$ cat config.mk
export PLATFORM = sky130hd
export DESIGN_NAME = keypad_scanner
export DESIGN_NICKNAME = d
export VERILOG_FILES = /design/src/rtl/keypad_scanner.sv
export SDC_FILE = /design/constraint.sdc
export NUM_CORES = 1
export LEC_CHECK = 0
export ABC_AREA = 1
export CORE_ASPECT_RATIO = 1.75
export CORE_UTILIZATION = 60
export DETAILED_ROUTE_END_ITERATION = 12
export PLACE_DENSITY = 0.8
export RECOVER_POWER = 100
export SLEW_MARGIN = 25
export SYNTH_ARGS = -nofsm -noshare
export SYNTH_HDL_FRONTEND = slang
export SYNTH_SLANG_ARGS = --single-unit
$ cat constraint.sdc
create_clock -name clk -period 4.8 [get_ports clk]
set_input_delay 0.72 -clock clk [delete_from_list [all_inputs] [get_ports clk]]
set_output_delay 0.72 -clock clk [all_outputs]
set_load 0.1 [all_outputs]
$ cat src/rtl/keypad_scanner.sv
// rtl/keypad_scanner.sv - ROWS x COLS keypad scanner with debounce and event FIFO; optional KEYPAD_RELEASE_EVENTS_EN adds release events
module keypad_scanner #(
    parameter  int ROWS           = 4,
    parameter  int COLS           = 4,
    parameter  int SETTLE_CYCLES  = 1000,
    parameter  int DEBOUNCE_SCANS = 8,
    parameter  int FIFO_DEPTH     = 8,
    localparam int CODE_W         = $clog2(ROWS * COLS)
) (
    input  logic              clk,
    input  logic              rst,
    output logic [COLS-1:0]   cols,
    input  logic [ROWS-1:0]   rows,
    output logic              key_valid,
    input  logic              key_ready,
    output logic [CODE_W-1:0] key_code,
    output logic              key_release,
    output logic              key_down,
    output logic [CODE_W-1:0] key_down_code,
    output logic              overflow
);

    localparam int NKEYS = ROWS * COLS;
    localparam int COL_W = $clog2(COLS);
    localparam int SET_W = $clog2(SETTLE_CYCLES);
    localparam int CNT_W = $clog2(DEBOUNCE_SCANS + 1);
    localparam int PTR_W = $clog2(FIFO_DEPTH);
`ifdef KEYPAD_RELEASE_EVENTS_EN
    localparam int ENTRY_W = CODE_W + 1;
`else
    localparam int ENTRY_W = CODE_W;
`endif
    localparam logic [SET_W-1:0] SETTLE_LAST = SET_W'(SETTLE_CYCLES - 1);
    localparam logic [COL_W-1:0] COL_LAST    = COL_W'(COLS - 1);
    localparam logic [CNT_W-1:0] CNT_MAX     = CNT_W'(DEBOUNCE_SCANS);
    localparam logic [PTR_W:0]   FULL_CNT    = (PTR_W + 1)'(FIFO_DEPTH);

    logic [COL_W-1:0]   col_q, col_d;
    logic [SET_W-1:0]   settle_q, settle_d;
    logic [NKEYS-1:0]   snap_q, snap_d;
    logic               scan_done_q, scan_done_d;
    logic               cand_key_q, cand_key_d;
    logic [CODE_W-1:0]  cand_code_q, cand_code_d;
    logic [CNT_W-1:0]   cnt_q, cnt_d;
    logic               stab_key_q, stab_key_d;
    logic [CODE_W-1:0]  stab_code_q, stab_code_d;
    logic [PTR_W-1:0]   wr_ptr_q, wr_ptr_d;
    logic [PTR_W-1:0]   rd_ptr_q, rd_ptr_d;
    logic [PTR_W:0]     count_q, count_d;
    logic               ovf_q, ovf_d;
    logic [ENTRY_W-1:0] mem_q [FIFO_DEPTH];

    logic               hit_any, hit_multi, same_as_cand, differs_stable;
    logic [CODE_W-1:0]  hit_code;
    logic               push_req, do_push, do_pop, full;
    logic [CODE_W-1:0]  push_code;
    logic [ENTRY_W-1:0] push_entry, head;
`ifdef KEYPAD_RELEASE_EVENTS_EN
    logic               push_rel;
`endif

    assign cols = COLS'(1) << col_q;

    // Column strobe and settle timing; capture the driven column's rows on its last settle cycle
    always_comb begin
        col_d       = col_q;
        settle_d    = settle_q + 1'b1;
        snap_d      = snap_q;
        scan_done_d = 1'b0;
        if (settle_q == SETTLE_LAST) begin
            settle_d = '0;
            snap_d[int'(col_q) * ROWS +: ROWS] = rows;
            if (col_q == COL_LAST) begin
                col_d       = '0;
                scan_done_d = 1'b1;
            end else begin
                col_d = col_q + 1'b1;
            end
        end
    end

    // Classify the completed snapshot as none / single key / multiple keys
    always_comb begin
        hit_any   = 1'b0;
        hit_multi = 1'b0;
        hit_code  = '0;
        for (int i = 0; i < NKEYS; i++) begin
            if (snap_q[i]) begin
                if (hit_any) hit_multi = 1'b1;
                hit_any  = 1'b1;
                hit_code = CODE_W'(i);
            end
        end
    end

    // Debounce the classified scan and decide stable-state changes and FIFO pushes
    always_comb begin
        cand_key_d  = cand_key_q;
        cand_code_d = cand_code_q;
        cnt_d       = cnt_q;
        stab_key_d  = stab_key_q;
        stab_code_d = stab_code_q;
        push_req    = 1'b0;
        push_code   = '0;
`ifdef KEYPAD_RELEASE_EVENTS_EN
        push_rel    = 1'b0;
`endif
        same_as_cand = (hit_any == cand_key_q) && (!hit_any || hit_code == cand_code_q);
        if (scan_done_q && !hit_multi) begin
            if (same_as_cand) begin
                if (cnt_q != CNT_MAX) cnt_d = cnt_q + 1'b1;
            end else begin
                cand_key_d  = hit_any;
                cand_code_d = hit_any ? hit_code : '0;
                cnt_d       = CNT_W'(1);
            end
        end
        differs_stable = (cand_key_d != stab_key_q) ||
                         (cand_key_d && cand_code_d != stab_code_q);
        if (scan_done_q && cnt_d == CNT_MAX && differs_stable) begin
            if (!stab_key_q) begin
                stab_key_d  = 1'b1;
                stab_code_d = cand_code_d;
                push_req    = 1'b1;
                push_code   = cand_code_d;
            end else begin
                // Key-to-key swaps pass through NONE so the new key debounces from scratch
                stab_key_d  = 1'b0;
                stab_code_d = '0;
                if (cand_key_d) cnt_d = '0;
`ifdef KEYPAD_RELEASE_EVENTS_EN
                push_req  = 1'b1;
                push_rel  = 1'b1;
                push_code = stab_code_q;
`endif
            end
        end
    end

`ifdef KEYPAD_RELEASE_EVENTS_EN
    assign push_entry  = {push_rel, push_code};
    assign key_code    = key_valid ? head[CODE_W-1:0] : '0;
    assign key_release = key_valid & head[CODE_W];
`else
    assign push_entry  = push_code;
    assign key_code    = key_valid ? head : '0;
    assign key_release = 1'b0;
`endif

    assign head          = mem_q[rd_ptr_q];
    assign key_valid     = (count_q != '0);
    assign key_down      = stab_key_q;
    assign key_down_code = stab_code_q;
    assign overflow      = ovf_q;
    assign full          = (count_q == FULL_CNT);
    assign do_pop        = key_valid && key_ready;
    assign do_push       = push_req && (!full || do_pop);

    // FIFO pointer/occupancy bookkeeping; a pop frees room for a same-cycle push
    always_comb begin
        wr_ptr_d = wr_ptr_q;
        rd_ptr_d = rd_ptr_q;
        count_d  = count_q;
        ovf_d    = ovf_q | (push_req && full && !do_pop);
        if (do_push) wr_ptr_d = wr_ptr_q + 1'b1;
        if (do_pop)  rd_ptr_d = rd_ptr_q + 1'b1;
        if (do_push && !do_pop)      count_d = count_q + 1'b1;
        else if (do_pop && !do_push) count_d = count_q - 1'b1;
    end

    // State registers; reset discards queued events and restarts scanning at column 0
    always_ff @(posedge clk) begin
        if (rst) begin
            col_q       <= '0;
            settle_q    <= '0;
            snap_q      <= '0;
            scan_done_q <= 1'b0;
            cand_key_q  <= 1'b0;
            cand_code_q <= '0;
            cnt_q       <= '0;
            stab_key_q  <= 1'b0;
            stab_code_q <= '0;
            wr_ptr_q    <= '0;
            rd_ptr_q    <= '0;
            count_q     <= '0;
            ovf_q       <= 1'b0;
        end else begin
            col_q       <= col_d;
            settle_q    <= settle_d;
            snap_q      <= snap_d;
            scan_done_q <= scan_done_d;
            cand_key_q  <= cand_key_d;
            cand_code_q <= cand_code_d;
            cnt_q       <= cnt_d;
            stab_key_q  <= stab_key_d;
            stab_code_q <= stab_code_d;
            wr_ptr_q    <= wr_ptr_d;
            rd_ptr_q    <= rd_ptr_d;
            count_q     <= count_d;
            ovf_q       <= ovf_d;
        end
    end

    // Event storage; contents are only visible through the valid-gated head
    always_ff @(posedge clk) begin
        if (!rst && do_push) mem_q[wr_ptr_q] <= push_entry;
    end

endmodule
==> summary.md, run 1 <==
| Metric | Value |
|---|---|
| Status | completed |
| Most common cell in the netlist | nand2_1 |
| IO Port Bufs | 21 |
| Die W | ~67 um |
| Die Ht | between 100 and 150 um |
| Library cells used by synthesis | 44 |
| Delay of the slowest critical-path stage | between 0.3 and 0.4 ns |
| Final GP Congestion | approximately 0.88 |
| Maximum VDD drop | between 0.2 and 0.25 mV |
| CP Launch Point | snap_q[0] |
| P&R area growth vs syn | 12.1% |
| Clock Latency Late Sink | between 0.3 and 0.4 ns |
| F_max | 0.239 GHz |
| I/O Pins | 23 |
| Slowest-stage cell, CP | dfxtp_1 |
| Syn Nets | just under 600 |
| P per Cell Area | about 400 nW/um^2 |
| Drt total wl | about 9300 um |
| Initial DRC Count | 100 |
| Pleak | 2.14 nW |
| Gr usage total | 0.268 |
| Critical Path Start Type | register |
| Mean Syn Cell Area | 8.08 sq um |
| EDFF count, synth | 32 |
| Vias in the first global route | about 3600 |
| Final ANT Viol Nets | 0 |
| Gr ovfl total | 0 |
| Synth area leader | dfxtp_1 |
| Fillers | 600 |
| Slew Limit Fails | 0 |
| Maximum Capacitance Violations | 0 |
| TritonCTS clock tree | yes |
| Crit path DAT | around 4.4 ns |
| Synth top cells by count | nand2_1, inv_1, nor2_1 |
| CTS clk-pin slew, worst paths | 0.06 ns |
| Synthesized cell area | ~4500 sq um |
| Ant. Diodes | 0 |
| DIE AREA | just under 8000 sq um |
| Post-synthesis async set-or-reset flop share | 0 |
| Slew @ Worst Pin | 1.29 ns |
| Top cells by area, synth | dfxtp_1, edfxtp_1, nand2_1, inv_1, nor2_1 |
| Reg2reg start | snap_q[0] |
| Hpwl dp | between 7000 and 8000 um |
| Mapped Cells | ~560 |
| Core Box Area | about 7200 sq um |
| Clock root buffer | clkbuf_16 |
| CTS Sinks | 89 |
| Gates resized, CTS repair | 0 |
| Cts bufs inserted | 9 |
| Hold path start | settle_q[0] |
| Tot Pwr | ~0.0020 W |
| Final hold vios | 0 |
| Worst Clk Skew | 0.00514 ns |
| TritonRoute pass-1 iters | 4 |
| Crit-path most repeated cell | nand2_1 |
| Final Cycle Share | 0.873 |
| Crit. End Element | register |
| First-pass GRT wire length | approximately 15000 um |
| Htree depth | 3 |
| Crit path max fanout | 14 |
| Setup_tns | 0 ns |
| Hold_buf cts | 0 |
| Synth warnings | 0 |
| Ys flop type | dfxtp_1 |
| Top cell type's share of synthesized area | 0.254 |
| DRC Markers | 0 |
| Nets | 600 |
| WP data required | 5.03 ns |
| Via count | between 3000 and 4000 |
| Seq/Total Area, Yosys | 0.468 |
| Post-CTS Setup Bufs | 0 |
| Starting Density | 0.621 |
| Final min period | roughly 4.2 ns |
| Hold Crit Class | register to register |
| Final-report setup violation count | 0 |
| Cell family with most CP delay | simple AND/OR/NAND/NOR gates |
| WL per Instance | ~14 um |
| Seq cells post-synth | 89 |
| Critical setup path kind | register to register |
| Clock Path Buffers | 2 |
| Multi-input gate area | roughly 2000 sq um |
| Share of layout cells above drive strength 1 | 0.0654 |
| Rows | between 40 and 50 |
| Register area | about 2100 sq um |
| Initial antenna violation count | 0 |
| Vias per cell | about 5.5 |
| Slew margin rel. | 0.137 |
| Buffers & Inverters on Critical Path | 3 |
| R2r setup slk | 0.61 ns |
| RSZ-0062 raised after global routing | false |
| Largest net degree at the start of global routing | 29 |
## sequential cells by signal, indices dropped and copies added (netlist names), 4 cells and up, named ones only
register	flops
count_q	4
cnt_q	4
key_down_code	4
cand_code_q	4
settle_q	10
snap_q	16
mem_q	32
## per-stage QoR
step           worst slack (ns)  cells  hold WS (ns)   util  area (sq um)
2_1_floorplan              1.08    556         0.418      -          4490
5_1_grt                  0.0965    667         0.470  0.697          5040
6_report                  0.609    667         0.445  0.697          5040
4_1_cts                   0.653    667         0.449  0.700          5060
3_3_place_gp              0.868    651         0.431  0.657          4750
3_5_place_dp              0.679    651         0.440  0.657          4750
## cell usage in the layout, fill, tap and decap left out, types with 5 or more instances in the layout
master,synthesis,layout
a21oi_1,31,31
nor2_2,5,5
nand3_1,30,31
o22ai_1,7,7
edfxtp_1,32,32
nand4_1,13,13
nand2_1,84,85
inv_1,74,75
dlygate4sd3_1,0,16
ha_1,16,16
inv_2,6,5
nor3_1,13,13
clkdlybuf4s50_1,0,5
a211oi_1,13,13
a31oi_1,12,12
nor2_1,73,74
o21ai_0,38,38
clkbuf_16,0,9
dfxtp_1,57,57
## routing by layer
metal / vias to the layer above / routed length, um / share of wire / global-route usage
li1: 1901 / - / - / -
met1: 1670 / 3280 / 0.35 / 0.231
met2: 52 / 5560 / 0.59 / 0.539
met3: 20 / 234 / 0.025 / 0.0566
met4: 0 / 278 / 0.030 / 0.136
met5: - / 0 / 0 / 0
## power breakdown
part	internal, W	switching [W]
combinational	0.000127	0.000349
clock	0.000428	0.000277
sequential	0.000808	0.0000461
## final cells by class
type                            instances  share of cell area
Timing Repair Buffer                   23              0.0432
Clock inverter                          5              0.0107
Tap cell                               86              0.0214
Multi-Input combinational cell        371               0.396
Inverter                               82              0.0611
Clock buffer                           11              0.0502
Sequential cell                        89               0.417
## kinds of logic (layout without fill, tap and decap cells)
kind of cell	Yosys count	after routing	share of synthesized area
compound gates	108	108	0.138
xor+xnor	4	4	0.00780
fa+ha+maj	17	17	0.0490
buf+inv	96	121	0.0846
flops	89	89	0.468
mux	1	1	0.00223
other cells	1	1	0.000834
simple gates	240	240	0.250
## worst paths after layout
| path | to | cells past startpoint |
|---|---|---|
| setup / recovery | count_q[3] | 28 |
| hold / removal | settle_q[0] | 1 |
| setup reg to reg | count_q[3] | 28 |
| hold reg to reg | settle_q[0] | 1 |
No activity file was read; power rests on OpenSTA's default activity.
==> run 2: changes to the inputs <==
--- a/config.mk
+++ b/config.mk
@@ -7,6 +7,7 @@
 export LEC_CHECK = 0
 export ABC_AREA = 1
 export CORE_ASPECT_RATIO = 1.75
+export CORE_MARGIN = 4
 export CORE_UTILIZATION = 60
 export DETAILED_ROUTE_END_ITERATION = 12
 export PLACE_DENSITY = 0.8
==> summary.md, run 2 (synthesis gave the netlist of run 1 again) <==
| Metric | Value |
|---|---|
| Crit. End Element | register |
| Critical Path Start Type | register |
| Clock root buffer | clkbuf_16 |
| Gr ovfl total | 0 |
| Die W | ~73 um |
| Core Box Area | approximately 7200 sq um |
| Min Hold Slack | around 0.45 ns |
| Tot Pwr | slightly below 0.002 W |
| Hold Crit Class | register to register |
| Nets | 600 |
| Drt total wl | about 9400 um |
| Setup_tns | 0 ns |
| RSZ-0062 raised after global routing | false |
| Ant. Diodes | 0 |
| WP data required | 5.03 ns |
| Maximum Capacitance Violations | 0 |
| Final-report setup violation count | 0 |
| Rows | between 40 and 50 |
| Hold_buf cts | 0 |
| Die Ht | roughly 120 um |
| Largest net degree at the start of global routing | 29 |
| Vias in the first global route | 3683 |
| Reg2reg start | snap_q[0] |
| WL per Instance | roughly 14 um |
| Final hold vios | 0 |
| Most common cell after layout, fill and taps aside | nand2_1 |
| First-pass GRT wire length | between 15000 and 20000 um |
| Final min period | between 4 and 5 ns |
| Final ANT Viol Nets | 0 |
| DIE AREA | 8990 sq um |
| Crit path max fanout | 14 |
| Hold path start | settle_q[0] |
| Pleak | 2.13 nW |
| Hpwl dp | between 7000 and 8000 um |
| Slew Limit Fails | 0 |
| Largest regs | mem_q: 32 flops, snap_q: 16 flops, settle_q: 10 flops |
| Cts bufs inserted | 9 |
| CTS Sinks | 89 |
| Starting Density | 0.621 |
| Critical setup path kind | register to register |
| I/O Pins | 23 |
| Maximum VDD drop | ~0.24 mV |
| Max FFs per register | 32 |
| Post-CTS Setup Bufs | 0 |
| Placed Cells | about 650 |
| P&R area growth vs syn | 11.4% |
| Vias per cell | between 5 and 6 |
| Most frequent cells in the layout | nand2_1, inv_1, nor2_1 |
| Initial DRC Count | roughly 210 |
| Slew @ Worst Pin | ~1.3 ns |
| Final Cycle Share | 0.884 |
| Crit path DAT | between 4 and 5 ns |
| CTS clk-pin slew, worst paths | 0.06 ns |
| IO Port Bufs | 21 |
| Share of layout cells above drive strength 1 | 0.0637 |
| TritonCTS clock tree | yes |
| Via count | ~3700 |
| Gr usage total | 0.233 |
| F_max | between 0.2 and 0.25 GHz |
| TritonRoute pass-1 iters | 4 |
| Htree depth | 3 |
| Largest Register | mem_q |
| Status | completed |
| CP Launch Point | snap_q[0] |
| Worst Clk Skew | 0.00629 ns |
| Clock Path Buffers | 2 |
| Slew margin rel. | 0.133 |
| Gates resized, CTS repair | 0 |
| Final Non-Filler Cells | roughly 670 |
| Initial antenna violation count | 0 |
| P per Cell Area | 393 nW/um^2 |
| Final GP Congestion | 0.882 |
| Clock Latency Late Sink | 0.34 ns |
| DRC Markers | 0 |
[run 2: critical path: stages, from the launching register on]
cell	delay, ns
dfxtp_1	0.31
nor2_1	0.13
nand2_1	0.19
nor3_4	0.27
inv_1	0.09
o21ai_2	0.13
nand3_1	0.14
nor2_2	0.12
nand2_2	0.11
o21ai_0	0.41
nor2_1	0.11
nand2_1	0.08
inv_1	0.04
nand3_1	0.09
nor2_1	0.05
nand2_1	0.09
nand4_4	0.18
inv_1	0.11
ha_1	0.19
inv_1	0.10
ha_1	0.32
and3_1	0.17
a211oi_1	0.25
nor2_1	0.07
nor2_1	0.09
nand2_1	0.07
o21ai_0	0.15
a21oi_1	0.06
[run 2: where the power goes]
part	internal (W)	leakage (nW)	switching, W
sequential	0.000807	0.834	0.0000465
combinational	0.000127	1.17	0.000351
clock	0.000351	0.130	0.000282
total	0.00129	2.13	0.000680
[run 2: final timing paths]
path,to,slack [ns],depth (start not counted)
max,count_q[3],0.56,27
min,settle_q[0],0.45,1
max reg2reg,count_q[3],0.56,27
min reg2reg,settle_q[0],0.45,1
[run 2: metrics by stage]
step	setup WS (ns)	utilization	cell area (sq um)
finish	0.557	0.692	5010
global route	0.111	0.692	5010
CTS	0.648	0.695	5030
detailed placement	0.699	0.657	4750
global placement	0.862	0.657	4750
floorplan	1.08	-	4490
[run 2: final cells by class]
| type | instances | area (sq um) |
|---|---|---|
| clock inverters | 6 | 42.5 |
| flip-flops and latches | 89 | 2100 |
| multi-input cells | 371 | 2000 |
| well taps | 86 | 108 |
| inverters | 82 | 308 |
| clock buffers | 10 | 229 |
| fillers | 591 | 2220 |
| repair buffers | 23 | 218 |
[run 2: per-layer routing]
layer	up-vias	GRT usage	wire length, um
li1	1898	-	-
met1	1723	0.217	3340
met3	18	0.0434	284
met2	67	0.469	5570
met5	-	0	0
met4	0	0.0975	225
